### src/rtl/hmc6502_pkg.sv
// Shared types and constants for the 6502 interrupt/reset entry sequencer.
package hmc6502_pkg;

   typedef enum logic [1:0] {K_RESET, K_NMI, K_BRK, K_IRQ} int_kind_t;

   typedef enum logic [2:0] {
      S_RST_HOLD,
      S_IDLE,
      S_PUSH_PCH,
      S_PUSH_PCL,
      S_PUSH_P,
      S_VEC_LO,
      S_VEC_HI
   } isq_state_t;

   localparam logic [15:0] C_VEC_NMI    = 16'hFFFA;
   localparam logic [15:0] C_VEC_RESET  = 16'hFFFC;
   localparam logic [15:0] C_VEC_IRQ    = 16'hFFFE;
   localparam logic [7:0]  C_STACK_PAGE = 8'h01;

   localparam int P_B_BIT = 4;
   localparam int P_I_BIT = 2;
   localparam int P_U_BIT = 5;

endpackage

### src/rtl/int_priority.sv
// Combinational interrupt arbitration: NMI > BRK > IRQ.
module int_priority
   import hmc6502_pkg::*;
(
   input  logic      nmi_pend,
   input  logic      brk_req,
   input  logic      irq_req,
   input  logic      i_flag,
   input  logic      instr_bnd,
   output logic      valid,
   output int_kind_t kind
);

   always_comb begin
      valid = 1'b1;
      kind  = K_NMI;
      if (nmi_pend && instr_bnd) begin
         kind = K_NMI;
      end else if (brk_req) begin
         kind = K_BRK;
      end else if (irq_req && !i_flag && instr_bnd) begin
         kind = K_IRQ;
      end else begin
         valid = 1'b0;
         kind  = K_IRQ;
      end
   end

endmodule

### src/rtl/interrupt_sequencer.sv
// Owns the datapath during RESET/NMI/BRK/IRQ entry: three stack pushes then a vector fetch.
module interrupt_sequencer
   import hmc6502_pkg::*;
#(
   parameter logic [15:0] VEC_NMI    = C_VEC_NMI,
   parameter logic [15:0] VEC_RESET  = C_VEC_RESET,
   parameter logic [15:0] VEC_IRQ    = C_VEC_IRQ,
   parameter logic [7:0]  STACK_PAGE = C_STACK_PAGE
) (
   input  logic        ph1,
   input  logic        reset,
   input  logic        nmi_req,
   input  logic        irq_req,
   input  logic        brk_req,
   input  logic        instr_bnd,
   input  logic [7:0]  p,
   input  logic [15:0] pc,
   input  logic [7:0]  sp,
   output logic        busy,
   output logic [15:0] addr_out,
   output logic [7:0]  data_out,
   output logic        read_en,
   output logic        sp_dec,
   output logic        pcl_load,
   output logic        pch_load,
   output logic        set_i,
   output logic        done
);

   isq_state_t  state, state_nxt;
   int_kind_t   kind, kind_nxt, eff_kind, acc_kind;
   logic        acc_vld;
   logic        nmi_q, nmi_pend, nmi_clr;
   logic [15:0] vec;
   logic [7:0]  p_push;

   int_priority u_prio (
      .nmi_pend  (nmi_pend),
      .brk_req   (brk_req),
      .irq_req   (irq_req),
      .i_flag    (p[P_I_BIT]),
      .instr_bnd (instr_bnd),
      .valid     (acc_vld),
      .kind      (acc_kind)
   );

   always_ff @(posedge ph1) begin
      nmi_q <= nmi_req;
      if (reset) begin
         state    <= S_RST_HOLD;
         kind     <= K_RESET;
         nmi_pend <= 1'b0;
      end else begin
         state    <= state_nxt;
         kind     <= kind_nxt;
         // a fresh edge in the clearing cycle is a new NMI and must survive
         nmi_pend <= (nmi_req & ~nmi_q) | (nmi_pend & ~nmi_clr);
      end
   end

   always_comb begin
      state_nxt = state;
      kind_nxt  = kind;
      nmi_clr   = 1'b0;
      busy      = 1'b1;
      addr_out  = '0;
      data_out  = '0;
      read_en   = 1'b1;
      sp_dec    = 1'b0;
      pcl_load  = 1'b0;
      pch_load  = 1'b0;
      set_i     = 1'b0;
      done      = 1'b0;

      // pending NMI steals the vector of a BRK/IRQ entry; latched into kind for VEC_HI
      eff_kind = kind;
      if (state == S_VEC_LO && nmi_pend && (kind == K_BRK || kind == K_IRQ))
         eff_kind = K_NMI;
      case (eff_kind)
         K_RESET: vec = VEC_RESET;
         K_NMI:   vec = VEC_NMI;
         default: vec = VEC_IRQ;
      endcase

      p_push = p;
      p_push[P_U_BIT] = 1'b1;
      if (kind == K_BRK) p_push[P_B_BIT] = 1'b1;

      case (state)
         S_RST_HOLD: state_nxt = S_PUSH_PCH;
         S_IDLE: begin
            busy = 1'b0;
            if (acc_vld) begin
               kind_nxt  = acc_kind;
               state_nxt = S_PUSH_PCH;
            end
         end
         S_PUSH_PCH: begin
            addr_out  = {STACK_PAGE, sp};
            data_out  = pc[15:8];
            read_en   = (kind == K_RESET);
            sp_dec    = 1'b1;
            state_nxt = S_PUSH_PCL;
         end
         S_PUSH_PCL: begin
            addr_out  = {STACK_PAGE, sp};
            data_out  = pc[7:0];
            read_en   = (kind == K_RESET);
            sp_dec    = 1'b1;
            state_nxt = S_PUSH_P;
         end
         S_PUSH_P: begin
            addr_out  = {STACK_PAGE, sp};
            data_out  = p_push;
            read_en   = (kind == K_RESET);
            sp_dec    = 1'b1;
            state_nxt = S_VEC_LO;
         end
         S_VEC_LO: begin
            addr_out  = vec;
            pcl_load  = 1'b1;
            set_i     = 1'b1;
            kind_nxt  = eff_kind;
            nmi_clr   = (eff_kind == K_NMI);
            state_nxt = S_VEC_HI;
         end
         S_VEC_HI: begin
            addr_out  = vec + 16'd1;
            pch_load  = 1'b1;
            done      = 1'b1;
            state_nxt = S_IDLE;
         end
         default: state_nxt = S_RST_HOLD;
      endcase

      // the reset cycle itself must never leak a push or load strobe
      if (reset) begin
         busy     = 1'b1;
         addr_out = '0;
         data_out = '0;
         read_en  = 1'b1;
         sp_dec   = 1'b0;
         pcl_load = 1'b0;
         pch_load = 1'b0;
         set_i    = 1'b0;
         done     = 1'b0;
      end
   end

endmodule

### config.mk
export PLATFORM = sky130hd
export DESIGN_NAME = interrupt_sequencer
export DESIGN_NICKNAME = d
export VERILOG_FILES = /design/src/rtl/hmc6502_pkg.sv /design/src/rtl/int_priority.sv /design/src/rtl/interrupt_sequencer.sv
export SDC_FILE = /design/constraint.sdc
export NUM_CORES = 1
export LEC_CHECK = 0
export ABC_AREA = 1
export CAP_MARGIN = 40
export CORE_MARGIN = 2
export CORE_UTILIZATION = 31
export CTS_CLUSTER_SIZE = 10
export DETAILED_ROUTE_END_ITERATION = 6
export PLACE_DENSITY = 0.8
export SKIP_CTS_REPAIR_TIMING = 1
export SLEW_MARGIN = 20
export SYNTH_ARGS = -nofsm -noshare
export SYNTH_HDL_FRONTEND = slang
export SYNTH_HIERARCHICAL = 1
export SYNTH_SLANG_ARGS = --single-unit
### constraint.sdc
create_clock -name ph1 -period 1.6 [get_ports ph1]
set_clock_uncertainty 0.05 [all_clocks]
set_input_delay 0.32 -clock ph1 [delete_from_list [all_inputs] [get_ports ph1]]
set_output_delay 0.32 -clock ph1 [all_outputs]
set_load 0.01 [all_outputs]
# Word-level counts from Yosys, hierarchy flattened
# Cells that the tools add are included.
totals:
  regBits: 7
  in_bits: 38
  out_inout_bits: 31
  elab_cells: 60
classes:
  n_mux: 27
  bitwise: 5
  n_addsub: 1
  n_eq_ne: 10
  reduce_logical: 13
op_table:
  columns: ["op", "count"]
  rows:
  - ["16-bit one-hot mux with 3 select lines", 1]
  - ["8-bit one-hot mux with 3 select lines", 1]
  - ["3-bit one-hot mux with 7 select lines", 1]
  - ["16-bit by 1-bit adder with 16-bit output, second input constant", 1]
  - ["1-bit two-way mux", 16]
  - ["16-bit two-way mux", 1]
  - ["3-bit equality test, second input constant", 3]
  - ["8-bit two-way mux", 1]
  - ["3-bit by 2-bit equality test with 1-bit output, second input constant", 2]
  - ["2-bit two-way mux", 3]
  - ["3-bit one-hot mux with 2 select lines", 1]
  - ["1-bit logical AND", 5]
  - ["2-bit equality test, second input constant", 2]
  - ["2-bit logical NOT", 2]
  - ["2-bit one-hot mux with 2 select lines", 1]
  - ["3-bit by 1-bit equality test with 1-bit output, second input constant", 1]
  - ["3-bit logical NOT", 1]
  - ["3-bit two-way mux", 1]
  - ["3-bit OR reduction", 1]
  - ["1-bit bitwise AND", 2]
  - ["2-bit by 1-bit equality test with 1-bit output, second input constant", 1]
  - ["2-bit inequality test, second input constant", 1]
  - ["1-bit NOT", 2]
  - ["2-bit AND reduction", 1]
  - ["other kinds (4)", 4]

# Logic depth before layout (Yosys ltp)
logic_depth:
  ltp_word: 9
  ltp_mapped: 8

# By module
# Netlist, hierarchy kept.
modules_own_cells:
  columns: ["mod", "instances", "area_each_um2", "cells_per_inst"]
  rows:
  - ["interrupt_sequencer", 1, 748.2, 139]
  - ["int_priority", 1, 25.0, 6]

# Worst setup path after synthesis
# OpenSTA, ideal clock, no wires.
synth_path:
  path_type: "register to output"
  from: "reg state[2]"
  to: "out addr_out[5]"
  setup_slack_ns: 0.085
  t_required_ns: 1.230
  arrival_ns: 1.145
  path_buffers: 1
  path_stages_with_launch: 6
  cell_sequence: "dfxtp_1 -> buf_6 -> nand3_1 -> a21oi_4 -> inv_2 -> o21ai_0"
synth_between:
  elab_chain_len: 9
synth_rtl:
  columns: ["item", "line_no", "text"]
  rows:
  - ["start: declaration", "interrupt_sequencer.sv:30", "isq_state_t state, state_nxt;"]
  - ["start signal: assignment", "interrupt_sequencer.sv:54", "state <= state_nxt;"]
  - ["3-bit equality test", "interrupt_sequencer.sv:77, interrupt_sequencer.sv:89", null]
  - ["1-bit logical AND (2 in series)", "interrupt_sequencer.sv:77", "if (state == S_VEC_LO && nmi_pend && (kind == K_BRK || kind == K_IRQ))"]
  - ["2-bit two-way mux", "interrupt_sequencer.sv:77", null]
  - ["2-bit by 1-bit equality test with 1-bit output / 2-bit logical NOT (equally long branches)", "interrupt_sequencer.sv:79", "case (eff_kind)"]
  - ["3-bit one-hot mux with 2 select lines", "interrupt_sequencer.sv:79", null]
  - ["16-bit by 1-bit adder with 16-bit output", "interrupt_sequencer.sv:128", "addr_out = vec + 16'd1;"]
  - ["16-bit one-hot mux with 3 select lines (*)", "interrupt_sequencer.sv:89", "case (state)"]
  - ["16-bit two-way mux (*)", "interrupt_sequencer.sv:137", "if (reset) begin"]
  - ["end: declaration", "interrupt_sequencer.sv:20", "output logic [15:0] addr_out,"]
# Every way passes the cells marked *; elsewhere a longest branch is shown, timed or not.

# Worst setup path after layout
layout_path:
  from: "reg state[0]"
  to: "out addr_out[1]"
# Same word-level chain as after synthesis.

==> flow_summary.yaml <==
placement:
  portBuffers: 67
  gp_congestion: 0.8520
  dp_slack_ps: -571.9
  dp_hpwl_microns: 2409
grt:
  grt_pass1_wl_microns: 4119
  grt_pass1_vias: 1066
  grt_max_degree: 9
  gr-total-overflow: 0
  grtUsageTotal_pct: 19.00
  antenna_found_initial: 0
setup_path:
  endpoint_kind: "primary output"
  cp_max_fo: 4
  reg2reg_depth: 8
  crit_type: "register to primary output"
  arrival_ps: 1520
  worstPathRequired_ps: 1230
  critPathLaunchType: "register"
routing:
  drc_errors: 0
  post_drt_wl_per_cell_microns: 13.17
  vias: 1275
  drt-total-wl_microns: 3556
  detail-route-antenna-nets: 0
  first_pass_iters: 4
  drt_iter0_drc: 14
  viasPerCell: 4.722
logic_synthesis:
  synth_seq_cells: 7
  synth_cell_types: 19
  syn-num-nets: 183
  seq_area_frac_synth_pct: 18.12
  avgSynthCellArea_sq_um: 5.333
  syn-instance-count: 145
  yosys_warnings: 6
  syn_area_sq_um: 773.2
floorplan:
  die_area_sq_um: 2910
  die_h_microns: 53.95
  num_io_pins: 69
  core_area_sq_um: 2410
  start_util_pct: 32.09
  die_w_microns: 53.95
  rows: 18
finish:
  drive_gt1_share_pct: 42.50
  most-common-layout-cells: "nand2_1 (46), clkdlybuf4s50_1 (35), buf_4 (24), buf_6 (19)"
  n_antenna_cell: 0
  final.fill_count: 192
  layout_commonest_cell: "nand2_1"
  syn2layout_area_growth_pct: 127.8
  nets: 279
timing:
  fin_crit_sh_pct: 118.3
  min_period_ps: 1893
  whs_ps: 437.3
  setup_slack_ps: -292.8
  setup_violations: 31
  drv_slew: 0
  slew_headroom_pct: 84.62
  max_freq_mhz: 528.3
  rsz0062_at_grt: "yes"
  tightest_slew_ps: 229.9
  hold_viol_final: 0
clock_network:
  clk_pin_slew_ps: 60
  cts_tree: "done"
  root_buffer: "clkbuf_4"
  cts_made_buffers: 3
  clockBufferDepth: 2
  cts_num_sinks: 7
  clock_latency_ps: 250
  cts_max_level: 1
flow_run:
  maxCapViolCount: 0
run_status:
  status: "finished, violations left"
  violations: "setup timing"
power_and_ir_drop:
  power_density_nw_per_um2: 514.5
  irDropWorstVdd_v: 0.0005655
  leakage_uw: 0.0009816
min_path:
  worstHoldPathType: "register to register"
  holdPathStages: 3
state kept, by name (all words and copies together), names as in the netlist:
signal / flops
nmi_pend: 1
nmi_q: 1
kind: 2
state: 3
path summary, 6_finish.rpt:
path                           to             startpoint  slack, ps
min reg2reg   nmi_pend$_SDFF_PP0_          nmi_q$_DFF_P_        440
max                   addr_out[1]  state[0]$_SDFFE_PP0P_       -290
max reg2reg  kind[0]$_SDFFE_PP0P_  state[1]$_SDFFE_PP0P_        220
min           nmi_pend$_SDFF_PP0_          nmi_q$_DFF_P_        440
routing by layer:
metal | vias to the layer above | wire (microns) | part of all wire (%) | GRT usage (%)
li1 | 631 | - | - | -
met1 | 594 | 1367 | 38 | 22.58
met2 | 42 | 1982 | 56 | 34.35
met3 | 8 | 132 | 3.7 | 1.944
met4 | 0 | 74 | 2.1 | 7.692
met5 | - | 0 | 0 | 0
report_power, final:
group | internal (uW) | total [uW] | switching, uW | leakage (uW)
clock network | 95.3 | 161 | 66.0 | 0.0000150
logic | 288 | 529 | 241 | 0.000907
registers | 192 | 216 | 24.9 | 0.0000597
total | 575 | 906 | 332 | 0.000982
cells by family (layout without fill, tap and decap cells):
group / Yosys count / count (layout) / synth area share (%)
and+or+nand+nor: 84 / 84 / 44.82
buffers and inverters: 36 / 131 / 23.46
AOI/OAI and AO/OA: 18 / 18 / 13.59
DFF: 7 / 7 / 18.12
final cells by class:
| cell class | count | area [sq um] | area share (%) |
|---|---|---|---|
| Sequential cell | 7 | 151.4 | 8.594 |
| Clock buffer | 4 | 26.28 | 1.491 |
| Tap cell | 30 | 37.54 | 2.131 |
| Timing Repair Buffer | 102 | 887.1 | 50.36 |
| Multi-Input combinational cell | 102 | 553.0 | 31.39 |
| Inverter | 25 | 106.4 | 6.037 |
worst max-delay path: stages, from the launching register on:
cell     delay, ps
dfxtp_4        380
inv_6           50
nor2_4         140
nand2_4         80
a21oi_4        190
buf_6          130
buf_6           80
nand2_2         30
nand2_1         60
buf_2          130
stage by stage:
step	setup TNS [ps]	utilization (%)	power, uW	cells	instance area [sq um]
floorplan	0	-	385.8	145	773.2
global placement	-14460	64.07	623.3	251	1544
detailed placement	-15400	64.07	639.1	251	1544
CTS	-18540	65.16	807.4	255	1570
global route	-7525	73.10	964.8	270	1762
finish	-5276	73.10	906.5	270	1762
cell usage after synthesis:
| cell | instances | share of area (%) |
|---|---|---|
| dfxtp_1 | 7 | 18 |
| o21ai_0 | 6 | 3.9 |
| a21oi_1 | 6 | 3.9 |
| inv_1 | 19 | 9.2 |
| nand2_2 | 1 | 0.81 |
| inv_2 | 6 | 2.9 |
| a31oi_1 | 1 | 0.81 |
| o21bai_1 | 1 | 0.97 |
| o21ai_1 | 3 | 1.9 |
| nand3_1 | 14 | 9.1 |
| nand3b_1 | 1 | 0.97 |
| or2_2 | 1 | 0.81 |
| a21oi_4 | 1 | 2.1 |
| buf_4 | 8 | 7.8 |
| buf_6 | 2 | 2.9 |
| buf_2 | 1 | 0.65 |
| nand2_1 | 56 | 27 |
| nor2_1 | 9 | 4.4 |
| nor2_2 | 2 | 1.6 |
No activity file was read; power rests on OpenSTA's default activity.
